<file path="src/rtl/cic_pkg.sv">
// rtl/cic_pkg.sv - shared constants and helpers for the CIC decimator stages
package cic_pkg;

    // Default data word width shared by integrator, downsampler and comb stages.
    localparam int WORD_LENGTH_BITS = 29;

    // Width of a port able to carry any rate value in 0..max_rate.
    function automatic int rate_width(input int max_rate);
        return $clog2(max_rate + 1);
    endfunction

endpackage

</file>
<file path="src/rtl/stream_fifo2.sv">
// rtl/stream_fifo2.sv - two-entry registered FIFO with head-of-queue data
//
// Ports:
//   clk, rst          clock, synchronous active-high reset
//   push, push_data   write request and word; ignored when full without a pop
//   pop               remove head word; ignored when empty
//   full, empty       registered occupancy flags
//   head_data         registered oldest word (stale when empty)
module stream_fifo2 #(
    parameter int Width = 29
) (
    input  logic             clk,
    input  logic             rst,
    input  logic             push,
    input  logic [Width-1:0] push_data,
    input  logic             pop,
    output logic             full,
    output logic             empty,
    output logic [Width-1:0] head_data
);

    logic [Width-1:0] head_q;
    logic [Width-1:0] tail_q;
    logic             empty_q;
    logic             full_q;

    always_ff @(posedge clk) begin
        if (rst) begin
            head_q  <= '0;
            tail_q  <= '0;
            empty_q <= 1'b1;
            full_q  <= 1'b0;
        end else if (empty_q) begin
            if (push) begin
                head_q  <= push_data;
                empty_q <= 1'b0;
            end
        end else if (!full_q) begin
            // One entry held: a simultaneous push and pop replaces the head.
            if (push && pop) begin
                head_q <= push_data;
            end else if (push) begin
                tail_q <= push_data;
                full_q <= 1'b1;
            end else if (pop) begin
                empty_q <= 1'b1;
            end
        end else begin
            // Full: a pop frees the head slot, so a push in the same cycle fits.
            if (pop) begin
                head_q <= tail_q;
                if (push) begin
                    tail_q <= push_data;
                end else begin
                    full_q <= 1'b0;
                end
            end
        end
    end

    assign full      = full_q;
    assign empty     = empty_q;
    assign head_data = head_q;

endmodule

</file>
<file path="src/rtl/downsampler.sv">
// rtl/downsampler.sv - CIC rate reduction: keep one word per group, buffer for the comb chain
//
// Ports:
//   clk, rst          clock, synchronous active-high reset
//   in, in_valid      integrator word stream, never stalled
//   rate              requested decimation rate (0/1 -> 1, above MaxRate -> MaxRate)
//   clear_overrun     clears the sticky overrun flag (a same-cycle drop wins)
//   out, out_valid    head of the 2-entry output buffer
//   out_ready         downstream accepts out this cycle
//   overrun           sticky: a kept word was dropped on a full buffer
module downsampler
    import cic_pkg::*;
#(
    parameter int WordLengthBits = WORD_LENGTH_BITS,
    parameter int MaxRate        = 64,
    parameter int RateBits       = rate_width(MaxRate)
) (
    input  logic                             clk,
    input  logic                             rst,
    input  logic signed [WordLengthBits-1:0] in,
    input  logic                             in_valid,
    input  logic        [RateBits-1:0]       rate,
    input  logic                             clear_overrun,
    output logic signed [WordLengthBits-1:0] out,
    output logic                             out_valid,
    input  logic                             out_ready,
    output logic                             overrun
);

    function automatic logic [RateBits-1:0] eff_rate(input logic [RateBits-1:0] r);
        if (r <= RateBits'(1)) begin
            return RateBits'(1);
        end else if (r > RateBits'(MaxRate)) begin
            return RateBits'(MaxRate);
        end
        return r;
    endfunction

    logic [RateBits-1:0] rate_q;
    logic [RateBits-1:0] phase;
    logic                loaded;
    logic                overrun_q;
    logic [RateBits-1:0] rate_cur;
    logic                push;
    logic                pop;
    logic                drop;
    logic                fifo_full;
    logic                fifo_empty;
    logic [WordLengthBits-1:0] head_data;

    // In the load cycle right after reset the latch has not been written yet;
    // use the requested rate directly so the first group already has full length.
    always_comb begin
        rate_cur = loaded ? rate_q : eff_rate(rate);
        push     = in_valid && (phase == rate_cur - RateBits'(1));
        pop      = !fifo_empty && out_ready;
        drop     = push && fifo_full && !pop;
    end

    always_ff @(posedge clk) begin
        if (rst) begin
            rate_q    <= RateBits'(1);
            phase     <= '0;
            loaded    <= 1'b0;
            overrun_q <= 1'b0;
        end else begin
            if (!loaded) begin
                loaded <= 1'b1;
                rate_q <= eff_rate(rate);
            end
            if (in_valid) begin
                if (push) begin
                    phase  <= '0;
                    rate_q <= eff_rate(rate);
                end else begin
                    phase <= phase + RateBits'(1);
                end
            end
            if (drop) begin
                overrun_q <= 1'b1;
            end else if (clear_overrun) begin
                overrun_q <= 1'b0;
            end
        end
    end

    stream_fifo2 #(
        .Width(WordLengthBits)
    ) u_fifo (
        .clk       (clk),
        .rst       (rst),
        .push      (push),
        .push_data (in),
        .pop       (pop),
        .full      (fifo_full),
        .empty     (fifo_empty),
        .head_data (head_data)
    );

    assign out       = head_data;
    assign out_valid = !fifo_empty;
    assign overrun   = overrun_q;

endmodule

</file>
<file path="config.mk">
export PLATFORM = sky130hd
export DESIGN_NAME = downsampler
export DESIGN_NICKNAME = d
export VERILOG_FILES = /design/src/rtl/cic_pkg.sv /design/src/rtl/stream_fifo2.sv /design/src/rtl/downsampler.sv
export SDC_FILE = /design/constraint.sdc
export NUM_CORES = 1
export LEC_CHECK = 0
export CORE_ASPECT_RATIO = 1.25
export CORE_UTILIZATION = 57
export CTS_CLUSTER_DIAMETER = 50
export DETAILED_ROUTE_END_ITERATION = 16
export MAX_ROUTING_LAYER = met4
export PLACE_DENSITY = 0.88
export SYNTH_ARGS = -nofsm -noshare
export SYNTH_HDL_FRONTEND = slang
export SYNTH_SLANG_ARGS = --single-unit
</file>
<file path="constraint.sdc">
create_clock -name clk -period 8.8 [get_ports clk]
set_clock_uncertainty 0.2 [all_clocks]
set_input_delay 2.64 -clock clk [delete_from_list [all_inputs] [get_ports clk]]
set_output_delay 2.64 -clock clk [all_outputs]
set_load 0.01 [all_outputs]
</file>
After elaboration in Yosys (flattened, before gate mapping)
Cells that the tools add are included.
{ "word_totals": {"regBits": 76, "word_cells": 68} }
{ "op_classes": {"add_sub_neg": 2, "n_lt_le_gt_ge": 2, "n_eq_ne": 5, "muxes": 39, "n_bitwise": 1, "reduce_logical": 11} }
{ "op_table": {"columns": ["cell", "count"], "rows": [
  ["$mux W29", 9],
  ["$mux W7", 10],
  ["$mux W1", 20],
  ["$add A7 B1 Y7 const B", 1],
  ["$eq A7 B7 Y1", 1],
  ["$gt A7 B7 Y1 const B", 1],
  ["$le A7 B1 Y1 const B", 1],
  ["$sub A7 B1 Y7 const B", 1],
  ["$ne A2 B1 Y1 const B", 3],
  ["$reduce_and A3 Y1", 2],
  ["$logic_and A1 B1 Y1", 5],
  ["$ne A3 B1 Y1 const B", 1],
  ["$reduce_bool A3 Y1", 1],
  ["$logic_not A1 Y1", 2],
  ["$reduce_bool A2 Y1", 1],
  ["$not A1 Y1", 1]
]} }

Longest topological paths before layout
{ "logic_depth": {"depth_word": 14, "mapped_depth": 14, "ltp_nobuf": 11} }

By module
From an unflattened synthesis, not the netlist that was laid out.
{ "unflattened": {"hier_cells": 475, "area_unflattened_um2": 4311.6} }
{ "modules_own_cells": {"columns": ["module", "n_inst", "cells_per_inst", "area_per_inst_um2"], "rows": [
  ["stream_fifo2", 1, 340, 3153.0],
  ["downsampler", 1, 135, 1158.6]
]} }

Worst setup path after synthesis
Ideal clock, no wire load.
{ "synth_timing": {"kind": "input to register", "from": "input rate[1]", "to": "register u_fifo.head_q[12], in the netlist u_fifo.head_data[12]", "setup_ps": 81, "arrival_time_ps": 5364, "required_ps": 8519, "slack_ps": 3155, "stages": 12, "path_cell_list": "or4_4 > nor4_4 > a211o_2 > inv_1 > ha_1 > or3_1 > a41oi_1 > o31a_1 > clkbuf_1 > clkbuf_1 > o21ai_0 > a41oi_1"} }
{ "synth_via": {"elab_chain_cells": 11, "elab_cells_between_ends": 14, "cone_classes": "add/sub: 1; order compare: 2; eq/ne: 2; mux: 5; reduce/logical: 4"} }
{ "synth_rtl": {"columns": ["element", "line", "text"], "rows": [
  ["start: declaration", "downsampler.sv:22", "input logic [RateBits-1:0] rate,"],
  ["$gt A7 B7 Y1", "downsampler.sv:33", "end else if (r > RateBits'(MaxRate)) begin"],
  ["$mux W1", "downsampler.sv:33", null],
  ["$mux W1", "downsampler.sv:31", "if (r <= RateBits'(1)) begin"],
  ["$mux W7 (*)", "downsampler.sv:36", "return r;"],
  ["$mux W7 (*)", "downsampler.sv:54", "rate_cur = loaded ? rate_q : eff_rate(rate);"],
  ["$sub A7 B1 Y7 (*)", "downsampler.sv:55", "push = in_valid && (phase == rate_cur - RateBits'(1));"],
  ["$eq A7 B7 Y1 (*)", "downsampler.sv:55", null],
  ["$logic_and A1 B1 Y1 (*)", "downsampler.sv:55", null],
  ["$logic_and A1 B1 Y1", "stream_fifo2.sv:40", "if (push && pop) begin"],
  ["$reduce_bool A3 Y1 (no line)", null, null],
  ["$reduce_and A3 Y1 (no line) (*)", null, null],
  ["end signal: assignment", "stream_fifo2.sv:35", "head_q <= push_data;"],
  ["end signal: assignment", "stream_fifo2.sv:41", "head_q <= push_data;"],
  ["end signal: assignment", "stream_fifo2.sv:51", "head_q <= tail_q;"],
  ["end: declaration", "stream_fifo2.sv:22", "logic [Width-1:0] head_q;"]
]} }
Mark *: on every way between the ends. The rest lies on a longest branch, timed or not.
A chain may end at the register's enable or synchronous reset.

Worst setup path in the final report
{ "layout_timing": {"from": "input rate[3]", "to": "register u_fifo.head_q[15], in the netlist u_fifo.head_data[15]"} }
The elaborated chain is that of the path after synthesis.

==> results.yml <==
yosys:
  synthArstFlopShare_pct: 0
  yosysTopAreaCell: "dfxtp_1"
  ys.flop_type: "dfxtp_1"
  synth_top_area_share_pct: 36.6
  post_synth.cell_area_avg_um2: 8.13
  ys_ff_latch: 76
  ys.warnings.count: 0
  synth_area_um2: 4150
  syn_nets: 554
  ys_top_cells_by_count: "dfxtp_1 (76), o21ai_0 (64), nand3_1 (58)"
  synth-edff-count: 0
  ys_types: 46
  ys_seq_area_share_pct: 36.6
  synthTopCellsByArea: "dfxtp_1 (37%), mux2i_1 (8.4%), o21ai_0 (7.7%)"
  yosysMostFrequentCell: "dfxtp_1"
  syn-instance-count: 511
pwr:
  power_leakage_nw: 1.74
  power_density_nw_per_um2: 156
  peakVddDrop_mv: 0.101
worst_setup_path:
  cp-end-kind: "flop"
  max_stage_delay_ns: 0.90
  path_cells: "clkdlybuf4s50_1 -> or4_4 -> nor4_4 -> a211o_2 -> inv_1 -> ha_1 -> or3_1 -> a41oi_1 -> o31a_1 -> o21ai_0 -> a41oi_1"
  critical-path-top-delay-family: "compound AO/OA/AOI/OAI gates"
  startpoint_type: "input pin"
  crit_top_cell: "a41oi_1"
  critPathSlowestCell: "o31a_1"
  critPathBufInv: 2
  required_ns: 8.87
  path_class: "in -> reg"
  arrival_ns: 6.45
  path_max_fanout: 29
detailed_routing:
  drt_iter0_drc: 398
  vias_per_cell: 6.49
  vias: 4179
  drt_wl_total_mm: 11.2
  drtAntennaViolNets: 0
  drc_errors: 0
  firstDrtPassIters: 5
  wl_per_cell_um: 17.4
global_routing:
  track_usage_pct: 30.9
  grt.busiest_layer: "met2"
  grt_overflow: 0
  grt_first_pass_wirelength_mm: 18.5
  antenna_found_initial: 0
  met3_usage_pct: 5.54
  met2_usage_pct: 50.5
  first_global_vias: 3981
  grt_util_met1_pct: 36.5
  grt_max_degree: 91
sta:
  max_clock_freq_mhz: 157
  report.final.slew_viol_count: 0
  grt_setup_unrepaired: "no"
  fin_crit_ns: 6.38
  worst_slew_pin_slew_ns: 1.22
  setup_tns_ns: 0
  finalSetupViolCount: 0
  finalHoldViolations: 0
  relSlewSlack_pct: 18.6
  fin_crit_sh_pct: 72.5
floorplan:
  placeableCoreArea_um2: 7020
  initial_core_util_pct: 59.2
  die_area_um2: 7630
  io_pins: 72
  die_w_um: 78.3
  core.rowCount: 34
  die_h_um: 97.4
clock_network:
  cts_tree: "built"
  ctsResizeCount: 0
  worstSkewPairLatency_ns: 0.35
  cts_sinks: 76
  cts_max_level: 3
  postCtsHoldBufs: 0
  clk_path_buf_depth: 2
  cts_buffers: 9
  cts_setup_buffers: 0
  cts-root-buf: "clkbuf_8"
  clk_pin_slew_ns: 0.08
final_layout:
  drive_above_1_share_pct: 6.50
  n_antenna_cell: 0
  area_growth_pct: 22.4
  nets: 592
  final_cells: 644
  fillCellCount: 579
place:
  io_buffers: 71
  place.gp.congestion: 0.870
  dp.cells: 628
  dp_hpwl_mm: 7.02
worst_hold_path:
  hp-class: "reg -> reg"
run_status:
  outcome: "completed"
job:
  max-cap-violations: 0
==> worst register-to-register path, stage by stage, from the launching register on <==
cell and delay, ns:
dfxtp_1 0.80, nor3b_1 0.19, a211o_2 0.35, inv_1 0.07, ha_1 0.24, xor2_1 0.15
nand2_1 0.07, a21oi_1 0.16, and4_1 0.68, buf_4 0.38, nand2_1 0.16, o311ai_0 0.35
==> kinds of logic after synthesis <==
group,share of synthesized area (%)
simple gates,22.5
compound gates,22.5
flops,36.6
buf+inv,5.78
mux,8.44
xor+xnor,3.56
fa+ha+maj,0.602
==> through the flow <==
step	setup slack (ns)	hold WS [ns]	cell area [µm²]	total power (W)	utilization, %
final	2.42	0.273	5080	0.000792	72.4
after floorplan	3.16	0.238	4150	0.000435	-
after detailed placement	2.10	0.267	4850	0.000487	69.1
after CTS	2.45	0.278	5080	0.000793	72.4
after global routing	2.16	0.305	5080	0.000820	72.4
after global placement	2.18	0.248	4850	0.000484	69.1
==> power by group <==
group          leakage [nW]  total (W)  switching (W)  internal, W
combinational          1.01   0.000120      0.0000686    0.0000510
sequential            0.614   0.000361     0.00000902     0.000352
clock                 0.116   0.000311       0.000128     0.000183
total                  1.74   0.000792       0.000206     0.000587
==> area by class of cell <==
class,instances,area (µm²),area share [%]
Clock buffer,13,169,3.32
Clock inverter,3,67.6,1.33
Inverter,5,18.8,0.369
Multi-Input combinational cell,376,2410,47.5
Sequential cell,76,1520,29.9
Tap cell,90,113,2.22
Timing Repair Buffer,81,781,15.4
==> registers in the layout, summed over array words and instances, names as in the netlist <==
signal	count
u_fifo.full	1
u_fifo.tail_q	29
overrun	1
phase	7
rate_q	7
u_fifo.empty	1
loaded	1
u_fifo.head_data	29
==> cell usage in the layout, fill, tap and decap left out, drive strengths merged, types with 2 or more instances in the layout <==
cell           count
dfxtp             76
clkdlybuf4s50     70
o21ai             65
nand3             58
nand2             40
a21oi             36
mux2i             35
a41oi             30
or4               30
clkbuf            13
nor2              13
nor3              11
buf               11
xnor2              8
xor2               8
nand4              5
nand3b             5
inv                4
o211ai             3
a211oi             3
nand2b             2
nor3b              2
nor2b              2
o31a               2
o31ai              2
ha                 2
bufinv             2
a21boi             2
==> routing by layer <==
layer | share of wire [%] | vias to the layer above
li1 | - | 1994
met1 | 40 | 1991
met2 | 52 | 165
met3 | 6.0 | 29
met4 | 2.1 | 0
met5 | 0 | -
==> path summary, 6_finish.rpt <==
path,from,endpoint,slack [ns],cells after the start
max,rate[3],u_fifo.head_data[15]$_SDFFE_PP0P_,2.42,11
min,rate_q[6]$_SDFF_PP0_,rate_q[6]$_SDFF_PP0_,0.27,2
max reg2reg,loaded$_DFF_P_,rate_q[0]$_SDFF_PP1_,4.88,11
min reg2reg,rate_q[6]$_SDFF_PP0_,rate_q[6]$_SDFF_PP0_,0.27,2
Power figures use the tool's default switching activity.
